===== config.mk =====
export PLATFORM = sky130hd
export DESIGN_NAME = servo_pwm_gen
export DESIGN_NICKNAME = d
export VERILOG_FILES = /design/src/rtl/servo_pkg.sv /design/src/rtl/servo_pos_buffer.sv /design/src/rtl/servo_pwm_gen.sv
export SDC_FILE = /design/constraint.sdc
export NUM_CORES = 1
export LEC_CHECK = 0
export ABC_CLOCK_PERIOD_IN_PS = 7380
export CORE_ASPECT_RATIO = 0.6
export CORE_MARGIN = 4
export CORE_UTILIZATION = 60
export DETAILED_ROUTE_END_ITERATION = 16
export PLACE_DENSITY = 0.82
export SKIP_LAST_GASP = 1
export SLEW_MARGIN = 25
export SYNTH_ARGS = -nofsm -noshare
export SYNTH_HDL_FRONTEND = slang
export SYNTH_SLANG_ARGS = --single-unit
export TNS_END_PERCENT = 1

===== constraint.sdc =====
create_clock -name clk -period 7.38 [get_ports clk]
set_clock_uncertainty 0.15 [all_clocks]
set_input_delay 1.107 -clock clk [delete_from_list [all_inputs] [get_ports clk]]
set_output_delay 1.107 -clock clk [all_outputs]
set_load 0.01 [all_outputs]

===== src/rtl/servo_pkg.sv =====
`default_nettype none
// ============================================================================
// Module      : servo_pkg
// Description : Shared state encoding, default timing constants and the
//               center-width helper for the servo pulse generator.
// Revision    : 1.0
// ============================================================================
package servo_pkg;

    typedef logic [1:0] state_t;

    localparam state_t c_st_idle = 2'd0;
    localparam state_t c_st_high = 2'd1;
    localparam state_t c_st_low  = 2'd2;

    localparam int c_frame_ticks = 5000;
    localparam int c_min_ticks   = 250;
    localparam int c_pos_max     = 250;

    // Pulse width, in ticks, for the middle of the position range.
    function automatic int center_width(input int min_ticks, input int pos_max);
        return min_ticks + pos_max / 2;
    endfunction

endpackage
`default_nettype wire


===== src/rtl/servo_pos_buffer.sv =====
`default_nettype none
// ============================================================================
// Module      : servo_pos_buffer
// Description : Single-entry position command buffer with valid/ready,
//               clamping to POS_MAX, and a load strobe that empties it.
// Revision    : 1.0
// ============================================================================
module servo_pos_buffer
    import servo_pkg::*;
#(
    parameter int POS_W   = 8,
    parameter int POS_MAX = c_pos_max
) (
    input  logic             clk,
    input  logic             rst,
    input  logic [POS_W-1:0] pos_data,
    input  logic             pos_valid,
    output logic             pos_ready,
    input  logic             load,
    output logic             full,
    output logic [POS_W-1:0] pending
);

    logic             r_full;
    logic [POS_W-1:0] r_pending;
    logic             w_accept;
    logic [POS_W-1:0] w_clamped;

    assign w_accept  = pos_valid & ~r_full;
    assign w_clamped = (pos_data > POS_W'(POS_MAX)) ? POS_W'(POS_MAX) : pos_data;

    // A capture in the same cycle as a load keeps the slot full.
    always_ff @(posedge clk or posedge rst) begin
        if (rst) begin
            r_full    <= 1'b0;
            r_pending <= '0;
        end else if (w_accept) begin
            r_full    <= 1'b1;
            r_pending <= w_clamped;
        end else if (load) begin
            r_full    <= 1'b0;
        end
    end

    assign pos_ready = ~r_full;
    assign full      = r_full;
    assign pending   = r_pending;

endmodule
`default_nettype wire


===== src/rtl/servo_pwm_gen.sv =====
`default_nettype none
// ============================================================================
// Module      : servo_pwm_gen
// Description : Tick-enabled servo frame/pulse generator; commands load only at
//               frame boundaries. Optional failsafe: SERVO_PWM_TIMEOUT_EN.
// Revision    : 1.0
// ============================================================================
module servo_pwm_gen
    import servo_pkg::*;
#(
    parameter int FRAME_TICKS = c_frame_ticks,
    parameter int MIN_TICKS   = c_min_ticks,
    parameter int POS_MAX     = c_pos_max,
    parameter int POS_W       = 8,
    parameter int CNT_W       = 13
`ifdef SERVO_PWM_TIMEOUT_EN
    ,
    parameter int TIMEOUT_FRAMES = 50
`endif
) (
    input  logic             clk,
    input  logic             rst,
    input  logic             tick_en,
    input  logic             en,
    input  logic [POS_W-1:0] pos_data,
    input  logic             pos_valid,
    output logic             pos_ready,
    output logic             pwm_out,
    output logic             frame_start,
    output logic             busy,
    output logic             timeout
);

    localparam logic [CNT_W-1:0] c_last_tick = CNT_W'(FRAME_TICKS - 1);
    localparam logic [CNT_W-1:0] c_center    = CNT_W'(center_width(MIN_TICKS, POS_MAX));
    localparam logic [CNT_W-1:0] c_min       = CNT_W'(MIN_TICKS);
    localparam logic [CNT_W-1:0] c_one       = CNT_W'(1);

    state_t           r_state;
    logic [CNT_W-1:0] r_cnt;
    logic [CNT_W-1:0] r_width;
    logic             r_pwm;
    logic             r_frame_start;
    logic             r_busy;

    logic             w_frame_go;
    logic             w_load;
    logic             w_expire;
    logic             w_buf_full;
    logic [POS_W-1:0] w_pending;

    assign w_frame_go = tick_en & en &
                        ((r_state == c_st_idle) |
                         ((r_state == c_st_low) & (r_cnt == c_last_tick)));
    assign w_load     = w_frame_go & w_buf_full;

    servo_pos_buffer #(
        .POS_W   (POS_W),
        .POS_MAX (POS_MAX)
    ) u_pos_buffer (
        .clk       (clk),
        .rst       (rst),
        .pos_data  (pos_data),
        .pos_valid (pos_valid),
        .pos_ready (pos_ready),
        .load      (w_load),
        .full      (w_buf_full),
        .pending   (w_pending)
    );

    always_ff @(posedge clk or posedge rst) begin
        if (rst) begin
            r_width <= c_center;
        end else if (w_load) begin
            r_width <= c_min + CNT_W'(w_pending);
        end else if (w_expire) begin
            r_width <= c_center;
        end
    end

`ifdef SERVO_PWM_TIMEOUT_EN
    localparam int c_fc_w = $clog2(TIMEOUT_FRAMES + 1);

    logic [c_fc_w-1:0] r_frames;
    logic              r_timeout;

    // Fires on the frame start that completes TIMEOUT_FRAMES empty frames.
    assign w_expire = w_frame_go & ~w_buf_full &
                      (r_frames >= c_fc_w'(TIMEOUT_FRAMES - 1));

    always_ff @(posedge clk or posedge rst) begin
        if (rst) begin
            r_frames  <= '0;
            r_timeout <= 1'b0;
        end else if (w_load) begin
            r_frames  <= '0;
            r_timeout <= 1'b0;
        end else if (w_frame_go) begin
            if (r_frames != c_fc_w'(TIMEOUT_FRAMES)) begin
                r_frames <= r_frames + 1'b1;
            end
            if (w_expire) begin
                r_timeout <= 1'b1;
            end
        end
    end

    assign timeout = r_timeout;
`else
    assign w_expire = 1'b0;
    assign timeout  = 1'b0;
`endif

    always_ff @(posedge clk or posedge rst) begin
        if (rst) begin
            r_state       <= c_st_idle;
            r_cnt         <= '0;
            r_pwm         <= 1'b0;
            r_frame_start <= 1'b0;
            r_busy        <= 1'b0;
        end else begin
            r_frame_start <= 1'b0;
            if (tick_en) begin
                case (r_state)
                    c_st_idle: begin
                        if (en) begin
                            r_state       <= c_st_high;
                            r_cnt         <= '0;
                            r_pwm         <= 1'b1;
                            r_busy        <= 1'b1;
                            r_frame_start <= 1'b1;
                        end
                    end
                    c_st_high: begin
                        r_cnt <= r_cnt + c_one;
                        if (r_cnt == r_width - c_one) begin
                            r_state <= c_st_low;
                            r_pwm   <= 1'b0;
                        end
                    end
                    c_st_low: begin
                        if (r_cnt == c_last_tick) begin
                            r_cnt <= '0;
                            if (en) begin
                                r_state       <= c_st_high;
                                r_pwm         <= 1'b1;
                                r_frame_start <= 1'b1;
                            end else begin
                                r_state <= c_st_idle;
                                r_busy  <= 1'b0;
                            end
                        end else begin
                            r_cnt <= r_cnt + c_one;
                        end
                    end
                    default: begin
                        r_state <= c_st_idle;
                        r_cnt   <= '0;
                        r_pwm   <= 1'b0;
                        r_busy  <= 1'b0;
                    end
                endcase
            end
        end
    end

    assign pwm_out     = r_pwm;
    assign frame_start = r_frame_start;
    assign busy        = r_busy;

endmodule
`default_nettype wire


==> results.tsv <==
metric	value	unit
status	finished, final reports clean	
yosysUniqueCellTypes	48	
layout.nets	267	
crit_path_end_kind	register	
setup-tns-final	0	ps
grt_util_all_layers	23.8	%
ys_async_sr_fraction	100	%
grt_max_degree	37	
synth_edf_count	0	
setup_viol	0	
syn_to_final_growth	12.3	%
cap_violations	0	
netlist_area	0.00216	mm2
synth_warnings	0	
start_kind	input pin	
syn_inst	231	
instances_no_fill	293	
clock.fmax	319	MHz
hp-class	reg2reg	
post-route-min-period	3130	ps
path_class	in2reg	
die_x	85.5	um
core-area	0.00336	mm2
seq_area	910	um2
cts-buffers-inserted	5	
io_buffers	16	
critPathMaxStageDelay	830	ps
first_iter_violations	124	
grt_pass1_wl	8380	um
dr_total_vias	1736	
synth_common_cells	dfrtp_1 (29), nor2_1 (27), nand2_1 (22)	
required	7410	ps
hold_viol_final	0	
hpwlAfterDp	3590	um
route.detailed.drc	0	
synth_area_leaders	dfrtp_1 (34%), dfstp_2 (8.5%), xnor2_1 (6.5%)	
grt_pass1_vias	1692	
fp-row-count	16	
ir_drop	0.199	mV
cts_max_level	2	
cp_data_arrival_time	3170	ps
num-fill-cells	249	
multi_input_area	0.00117	mm2
drive_gt1_share	12.1	%
pin_count	18	
ys_seq_area_share	42.1	%
pre_cts_ws	3970	ps
clk_pin_slew	80	ps
synth_nets	251	
synth.most_common_cell	dfrtp_1	
post_cts_buffers	0	
viasPerCell	5.92	
clock_sinks	36	
rsz0062_at_grt	no	
cts_tree	built	
crit_chain	clkdlybuf4s50_1 -> o211ai_1 -> nor3_2 -> mux2_2	
dieArea	0.00466	mm2
wire_per_inst	16.7	um
routabilityCongestion	0.859	
tightest_slew	987	ps
synth.top_cell.area_share	33.6	%
worstSkewPairLatency	290	ps
final_area	0.00243	mm2
slew_violations	0	
drtPass1Iterations	4	
grt.overflow.total	0	
synth-seq-cells	36	
min_period_over_period	42.5	%
dpl_cell_area	0.00234	mm2
finish.utilization	72.2	%
clk_path_buf_depth	2	
dp.cells	285	
drt_wl_total	4880	um
chipHeight	54.5	um
leakage	0.999	nW
worst_slack	4250	ps
power.density	334	mW/mm2
cp_max_fo	16	
syn_area_per_cell	9.36	um2
cts.repair.resized	0	
cts_root_buf	clkbuf_8	
ctsHoldBuffers	0	
max-slew-margin-rel	33.8	%
antenna_found_initial	0	
slowest_stage	nor3_2	
synth_area_leader_cell	dfrtp_1	
synthFlopType	dfrtp_1	
drtAntennaViolNets	0	
start_util	64.3	%
num_antenna_cells	0	
## state kept, by name, indices dropped and copies added (netlist names)
signal / flops
r_state: 2
frame_start: 1
pwm_out: 1
busy: 1
u_pos_buffer.pending: 8
u_pos_buffer.full: 1
r_cnt: 13
r_width: 9
## critical path: cells and delay by family
family	cells	cell delay, ps
buf+inv	1	590
mux	1	410
compound gates	1	220
simple gates	1	830
## cell type report
class / count / share of cell area [%]
Tap cell: 45 / 2.32
Multi-Input combinational cell: 178 / 48.4
Clock buffer: 7 / 3.14
Sequential cell: 36 / 37.5
Inverter: 9 / 1.39
Timing Repair Buffer: 17 / 6.91
Clock inverter: 1 / 0.361
## per-layer routing
metal	part of all wire, %	routed length [um]	track usage, %
met5	0	0	0
met4	0.25	12	4.47
met3	7.0	340	7.07
met2	42	2060	34.4
met1	51	2470	35.5
## stage by stage
step / hold slack (ps) / power, mW
final: 352 / 0.812
after global routing: 402 / 0.871
after CTS: 359 / 0.810
after detailed placement: 343 / 0.671
after global placement: 328 / 0.658
after floorplan: 300 / 0.583
## placed cells by master, fill, tap and decap left out, types with 2 or more instances in the layout
| cell | netlist | final |
|---|---|---|
| o211ai_1 | 2 | 2 |
| dfrtp_1 | 29 | 29 |
| a2111oi_0 | 2 | 2 |
| or3_1 | 2 | 2 |
| o21ai_0 | 14 | 14 |
| nor2_1 | 27 | 27 |
| mux2_2 | 8 | 8 |
| nand3_1 | 3 | 3 |
| nor3b_1 | 2 | 2 |
| nor3_1 | 6 | 6 |
| nand2b_1 | 2 | 2 |
| nor4b_1 | 3 | 3 |
| xor2_1 | 7 | 7 |
| or2_2 | 2 | 2 |
| mux2i_1 | 3 | 3 |
| clkdlybuf4s50_1 | 0 | 16 |
| clkbuf_1 | 4 | 2 |
| and3_1 | 4 | 4 |
| a21oi_1 | 11 | 11 |
| clkbuf_8 | 0 | 5 |
| nand4_1 | 8 | 8 |
| a31oi_1 | 3 | 3 |
| ha_1 | 7 | 7 |
| o31ai_1 | 2 | 2 |
| nand2_1 | 22 | 22 |
| o21a_1 | 2 | 2 |
| xnor2_1 | 16 | 16 |
| and2_1 | 3 | 3 |
| inv_1 | 9 | 9 |
| dfstp_2 | 7 | 7 |
## kinds of logic after synthesis
logic type / share of synthesized area [%]
AO/OA/AOI/OAI: 13.4
XOR/XNOR: 9.32
adder cells (fa/ha/maj): 4.05
buffers and inverters: 3.59
flip-flops: 42.1
multiplexers: 5.56
other: 0.173
AND/OR/NAND/NOR: 21.9
## path summary, 6_finish.rpt
check	startpoint	end	slack (ps)	cells after the start
setup / recovery	tick_en	r_width[3]$_DFFE_PP0P_	4250	4
hold reg to reg	u_pos_buffer.full$_DFFE_PP0P_	u_pos_buffer.full$_DFFE_PP0P_	350	2
setup reg to reg	r_width[0]$_DFFE_PP1P_	pwm_out$_DFFE_PP0P_	4520	8
hold / removal	u_pos_buffer.full$_DFFE_PP0P_	u_pos_buffer.full$_DFFE_PP0P_	350	2
max in group asynchronous	rst	r_width[8]$_DFFE_PP1P_	5670	3
min in group asynchronous	rst	u_pos_buffer.pending[4]$_DFFE_PP0P_	1060	3
## power by group
group	switching [mW]	total [mW]	internal [mW]
combinational	0.159	0.316	0.157
clock	0.0703	0.138	0.0674
sequential	0.0857	0.358	0.272
total	0.315	0.812	0.497
(Power assumes the default switching activity.)
==> variant 1, RTL diff (same flow settings) <==
`POS_W` is set to 8 in 2 places; all go to 7.
--- a/src/rtl/servo_pos_buffer.sv
+++ b/src/rtl/servo_pos_buffer.sv
@@ -8,7 +8,7 @@
 module servo_pos_buffer
     import servo_pkg::*;
 #(
-    parameter int POS_W   = 8,
+    parameter int POS_W   = 7,
     parameter int POS_MAX = c_pos_max
 ) (
     input  logic             clk,
--- a/src/rtl/servo_pwm_gen.sv
+++ b/src/rtl/servo_pwm_gen.sv
@@ -11,7 +11,7 @@
     parameter int FRAME_TICKS = c_frame_ticks,
     parameter int MIN_TICKS   = c_min_ticks,
     parameter int POS_MAX     = c_pos_max,
-    parameter int POS_W       = 8,
+    parameter int POS_W       = 7,
     parameter int CNT_W       = 13
 `ifdef SERVO_PWM_TIMEOUT_EN
     ,
Interface: changed (resized pos_data); port bits go from 18 to 17. No check against the original RTL was run, so the function may have changed too.
==> variant 1 against the unedited design <==
Wire length shrank 14%. Worst setup slack gained 52 ps. Clock power grew 10%. Largest power group unchanged. Critical endpoint is now r_state[0]. Critical path type is now register to register. Sequential cell count shrank 1. Synthesized area shrank 3.0%. Sequential power shrank 4%. Highest routed layer unchanged. Cell area shrank 1.8%. Total power shrank 1.4%.
==> variant 1: results (changes against the unedited design) <==
The number of distinct library cell variants in the gate-level netlist after synthesis came to 55 (was 48). The flip-flop count of the largest register after layout is 13 (unchanged). Run status: completed (unchanged). The delay of the slowest cell on the worst path came out at 570 ps (was 830 ps). The met3 wire length came out at 223 µm (was 340 µm). The number of nets produced by synthesis came out at 242 (was 251). The largest vdd supply drop came out at 257 µV (was 199 µV). The fraction of synthesis flops using an asynchronous set or reset pin came to 100% (unchanged).

The detailed-route vias per instance is 5.69 (was 5.92). The number of port buffers came out at 15 (was 16). The actual slew at the worst max-slew pin was 959 ps (was 987 ps).

The sum of met2 wire segment lengths after detailed routing is 1720 µm (was 2060 µm). The initial DRC count came out at 89 (was 124). Top area cells in the synthesized netlist: sky130_fd_sc_hd__dfrtp_1 (33%), sky130_fd_sc_hd__dfstp_2 (8.8%), sky130_fd_sc_hd__xnor2_1 (5.8%) (was sky130_fd_sc_hd__dfrtp_1 (34%), sky130_fd_sc_hd__dfstp_2 (8.5%), sky130_fd_sc_hd__xnor2_1 (6.5%)). The post-detailed-placement half-perimeter wirelength is 3140 µm (was 3590 µm).

The sum of routed wire segments on met1 is 2210 µm (was 2470 µm). The uppermost signal routing layer after detailed routing is met4 (unchanged). The number of instances in the synthesized netlist was 223 (was 231). Most numerous cell types in the synthesized netlist: sky130_fd_sc_hd__dfrtp_1 (28), sky130_fd_sc_hd__nor2_1 (28), sky130_fd_sc_hd__nand2_1 (17), sky130_fd_sc_hd__inv_1 (15), sky130_fd_sc_hd__xnor2_1 (14) (was sky130_fd_sc_hd__dfrtp_1 (29), sky130_fd_sc_hd__nor2_1 (27), sky130_fd_sc_hd__nand2_1 (22), sky130_fd_sc_hd__xnor2_1 (16), sky130_fd_sc_hd__o21ai_0 (14)). The cell type of the slowest stage on the worst timing path was sky130_fd_sc_hd__dfstp_2 (was sky130_fd_sc_hd__nor3_2). The fraction of layout cells with a size suffix above 1 is 12.4% (was 12.1%).

The arrival time of data at the critical path endpoint came out at 3110 ps (was 3170 ps). The largest net degree at the start of global routing was 36 (was 37). The number of global-route vias before repair was 1575 (was 1692). The static leakage power is 1.01 nW (was 0.999 nW).

The layout filler cell count is 247 (was 249). The number of optimization iterations in the first detailed-route pass is 4 (unchanged). The setup slack of the most critical reg-to-reg path is 4300 ps (was 4520 ps). The overall track demand over capacity in global routing is 21.3% (was 23.8%). The routed wire length came out at 4180 µm (was 4880 µm). The maximum fanout count along the critical path is 5 (was 16). The sequential cell area fraction in the yosys report came out at 42.2% (was 42.1%). The cell family contributing the most delay on the critical path is compound AO/OA/AOI/OAI gates (was simple AND/OR/NAND/NOR gates). The quantity of gates resized following cts came out at 0 (unchanged). The post-placement cell count came out at 278 (was 285).

The global-route wire length before repair came out at 7320 µm (was 8380 µm). The detailed-route via count is 1627 (was 1736). The clock latency reported for the late side of the worst-skew pair is 290 ps (about the same). The number of nets in the finished design is 259 (was 267). The weighted congestion at the end of routability-driven global placement came out at 0.852 (was 0.859).
[variant 1: cell families after synthesis]
group           synth area share, %
simple gates                   20.6
other cells                   0.179
mux                            4.89
buf+inv                        4.30
compound gates                 12.8
xor+xnor                       10.9
flops                          42.2
fa+ha+maj                      4.18
[variant 1: metrics by stage]
step                power, mW  hold WS [ps]  area [µm²]  worst slack, ps  util [%]
global route            0.862           375        2380             4180      72.2
global placement        0.637           320        2280             4160      69.2
CTS                     0.805           346        2380             4300      72.2
floorplan               0.565           293        2100             4530         -
finish                  0.800           341        2380             4300      72.2
detailed placement      0.651           330        2280             4080      69.2
[variant 1: cell type report]
| class | count | area share, % |
|---|---|---|
| tap | 45 | 2.36 |
| inverter | 15 | 2.36 |
| clock buffer | 8 | 4.20 |
| timing repair buffer | 17 | 6.93 |
| multi-input combinational | 166 | 47.1 |
| sequential | 35 | 37.1 |
[variant 1: power by group]
part | leakage (nW) | switching (mW) | internal (mW)
clock | 0.0515 | 0.0665 | 0.0851
sequential | 0.438 | 0.0774 | 0.266
combinational | 0.518 | 0.150 | 0.155
[variant 1: worst register-to-register path: cells and delay by family, from the launching register on]
kind / cells / cell delay (ps)
compound gates: 3 / 950
simple gates: 2 / 690
flops: 1 / 570
mux: 1 / 300
fa+ha+maj: 1 / 250
buf+inv: 1 / 60
[variant 1: final timing paths]
path / from / end / cells past startpoint
min: busy / busy / 2
max: r_width[0] / r_state[0] / 8
min reg2reg: busy / busy / 2
max in group asynchronous: rst / r_width[1] / 3
max reg2reg: r_width[0] / r_state[0] / 8
min in group asynchronous: rst / u_pos_buffer.pending[5] / 3
[variant 1: routing by layer]
layer,up-vias,global-route usage [%]
li1,813,-
met1,778,30.7
met2,32,30.8
met3,4,6.12
met4,0,7.22
met5,-,0
==> variant 2, RTL diff (same settings) <==
Without the edit above. Put one more register stage on the output `pwm_out`, cleared by the reset. The value now appears one clock later. The other outputs are not delayed to match.
--- a/src/rtl/servo_pwm_gen.sv
+++ b/src/rtl/servo_pwm_gen.sv
@@ -164,7 +164,13 @@
         end
     end
 
-    assign pwm_out     = r_pwm;
+    always_ff @(posedge clk or posedge rst) begin
+        if (rst) begin
+            pwm_out <= '0;
+        end else begin
+            pwm_out <= r_pwm;
+        end
+    end
     assign frame_start = r_frame_start;
     assign busy        = r_busy;
 
Behaviour: not the same (a bounded check fails within 4 cycles, from zero or initial values and one cycle with rst high).
==> variant 2 against the unedited design <==
Total power rose by 2.7%. Synthesized area rose by 8.2%. Count of clock-buffer cells in the layout fell by 2. Wire length is 8.1% higher. Worst setup slack improved by 230 ps. Cell area rose by 6.9%. Synthesized cell count is 11% higher. Sequential cell count rose by 1. Critical path type is now register to register. Largest power group unchanged.
==> variant 2: results (changes against the unedited design) <==
Run status: completed (unchanged). The number of nets produced by synthesis came out at 277 (was 251). The weighted congestion at the end of routability-driven global placement came to 0.955 (was 0.859).

The cell type of the slowest stage on the worst timing path is sky130_fd_sc_hd__dfstp_2 (was sky130_fd_sc_hd__nor3_2). The setup slack of the most critical reg-to-reg path came out at 4470 ps (was 4520 ps). The static leakage power came out at 1.04 nW (was 0.999 nW). The hold path startpoint is r_pwm (was u_pos_buffer.full).

The number of distinct library cell variants in the gate-level netlist after synthesis came to 57 (was 48). The capture instance of the worst register-to-register path is r_state[0] (was pwm_out). The met3 usage in global routing came to 7.18% (was 7.07%). The number of global-route vias before repair is 1826 (was 1692). The global-route met2 utilization is 30.4% (was 34.4%). The delay of the slowest cell on the worst path came out at 660 ps (was 830 ps).

The initial antenna violation count came to 0 (unchanged). The cell count of the worst reg-to-reg path came out at 8 (unchanged). The detailed-route via count came to 1929 (was 1736). The largest net degree at the start of global routing is 38 (was 37). The global-route wire length before repair is 8960 µm (was 8380 µm). The sequential cell area fraction in the yosys report was 40.0% (was 42.1%). The worst min-delay path endpoint is pwm_out (was u_pos_buffer.full). The minimum setup slack after placement was 4270 ps (was 3970 ps). The post-detailed-placement half-perimeter wirelength is 3910 µm (was 3590 µm).

The number of cells on the worst hold path is 0 (was 2). The largest vdd supply drop came out at 228 µV (was 199 µV). The initial DRC count came out at 261 (was 124). The met1 track demand over resource in global routing came out at 36.6% (was 35.5%). The fraction of synthesis flops using an asynchronous set or reset pin came to 100% (unchanged). The overall track demand over capacity in global routing is 23.3% (was 23.8%).

The arrival time of data at the critical path endpoint came to 2930 ps (was 3170 ps). The fraction of layout cells with a size suffix above 1 is 11.1% (was 12.1%). The net switching share of the total power was 40.1% (was 38.8%). Most numerous cell types in the synthesized netlist: sky130_fd_sc_hd__dfrtp_1 (30), sky130_fd_sc_hd__nor2_1 (27), sky130_fd_sc_hd__nand2_1 (20), sky130_fd_sc_hd__o21ai_0 (14) (was sky130_fd_sc_hd__dfrtp_1 (29), sky130_fd_sc_hd__nor2_1 (27), sky130_fd_sc_hd__nand2_1 (22), sky130_fd_sc_hd__xnor2_1 (16), sky130_fd_sc_hd__o21ai_0 (14)).
## variant 2: final cells by class
type / count / area (µm²) / area share [%]
multi-input combinational: 198 / 1310 / 50.3
sequential: 37 / 935 / 36.0
timing repair buffer: 17 / 168 / 6.46
clock buffer: 5 / 68.8 / 2.65
tap: 47 / 58.8 / 2.27
inverter: 10 / 37.5 / 1.45
clock inverter: 3 / 21.3 / 0.820
## variant 2: power by group through the flow
stage / Sequential, mW / Clock, mW / Combinational [mW]
after floorplan: 0.330 / 0 / 0.259
after global placement: 0.366 / 0 / 0.302
after detailed placement: 0.367 / 0 / 0.312
after CTS: 0.363 / 0.153 / 0.315
after global routing: 0.375 / 0.162 / 0.354
final: 0.365 / 0.150 / 0.318
## variant 2: worst max path at each step
stage                    start          to  slack [ps]
CTS                 r_width[0]       r_pwm        4510
global route        r_width[0]  r_state[0]        4330
detailed placement          en        busy        4270
floorplan           r_width[0]  r_state[0]        4560
finish              r_width[0]  r_state[0]        4470
global placement            en        busy        4310
## variant 2: kinds of logic after synthesis
family | synth area share, %
AOI/OAI and AO/OA | 15.7
xor gates and xnor gates | 8.24
adders and majority gates | 3.75
buffers and inverters | 4.17
DFF | 40.0
muxes | 4.28
other | 0.160
and+or+nand+nor | 23.8
## variant 2: metal layers
layer	up-vias	routed length (µm)	share of wire, %
met5	-	0	0
met4	0	76	1.4
met3	8	520	9.9
met2	79	2080	39
met1	899	2600	49
li1	943	-	-
## variant 2: metrics by stage
stage / instance area, µm² / hold slack, ps / total power [mW] / cells / util [%]
2_1_floorplan: 2340 / 245 / 0.589 / 257 / -
4_1_cts: 2590 / 298 / 0.831 / 317 / 70.1
3_3_place_gp: 2500 / 277 / 0.668 / 309 / 67.7
3_5_place_dp: 2500 / 278 / 0.679 / 309 / 67.7
5_1_grt: 2590 / 325 / 0.891 / 317 / 70.1
6_report: 2590 / 296 / 0.833 / 317 / 70.1
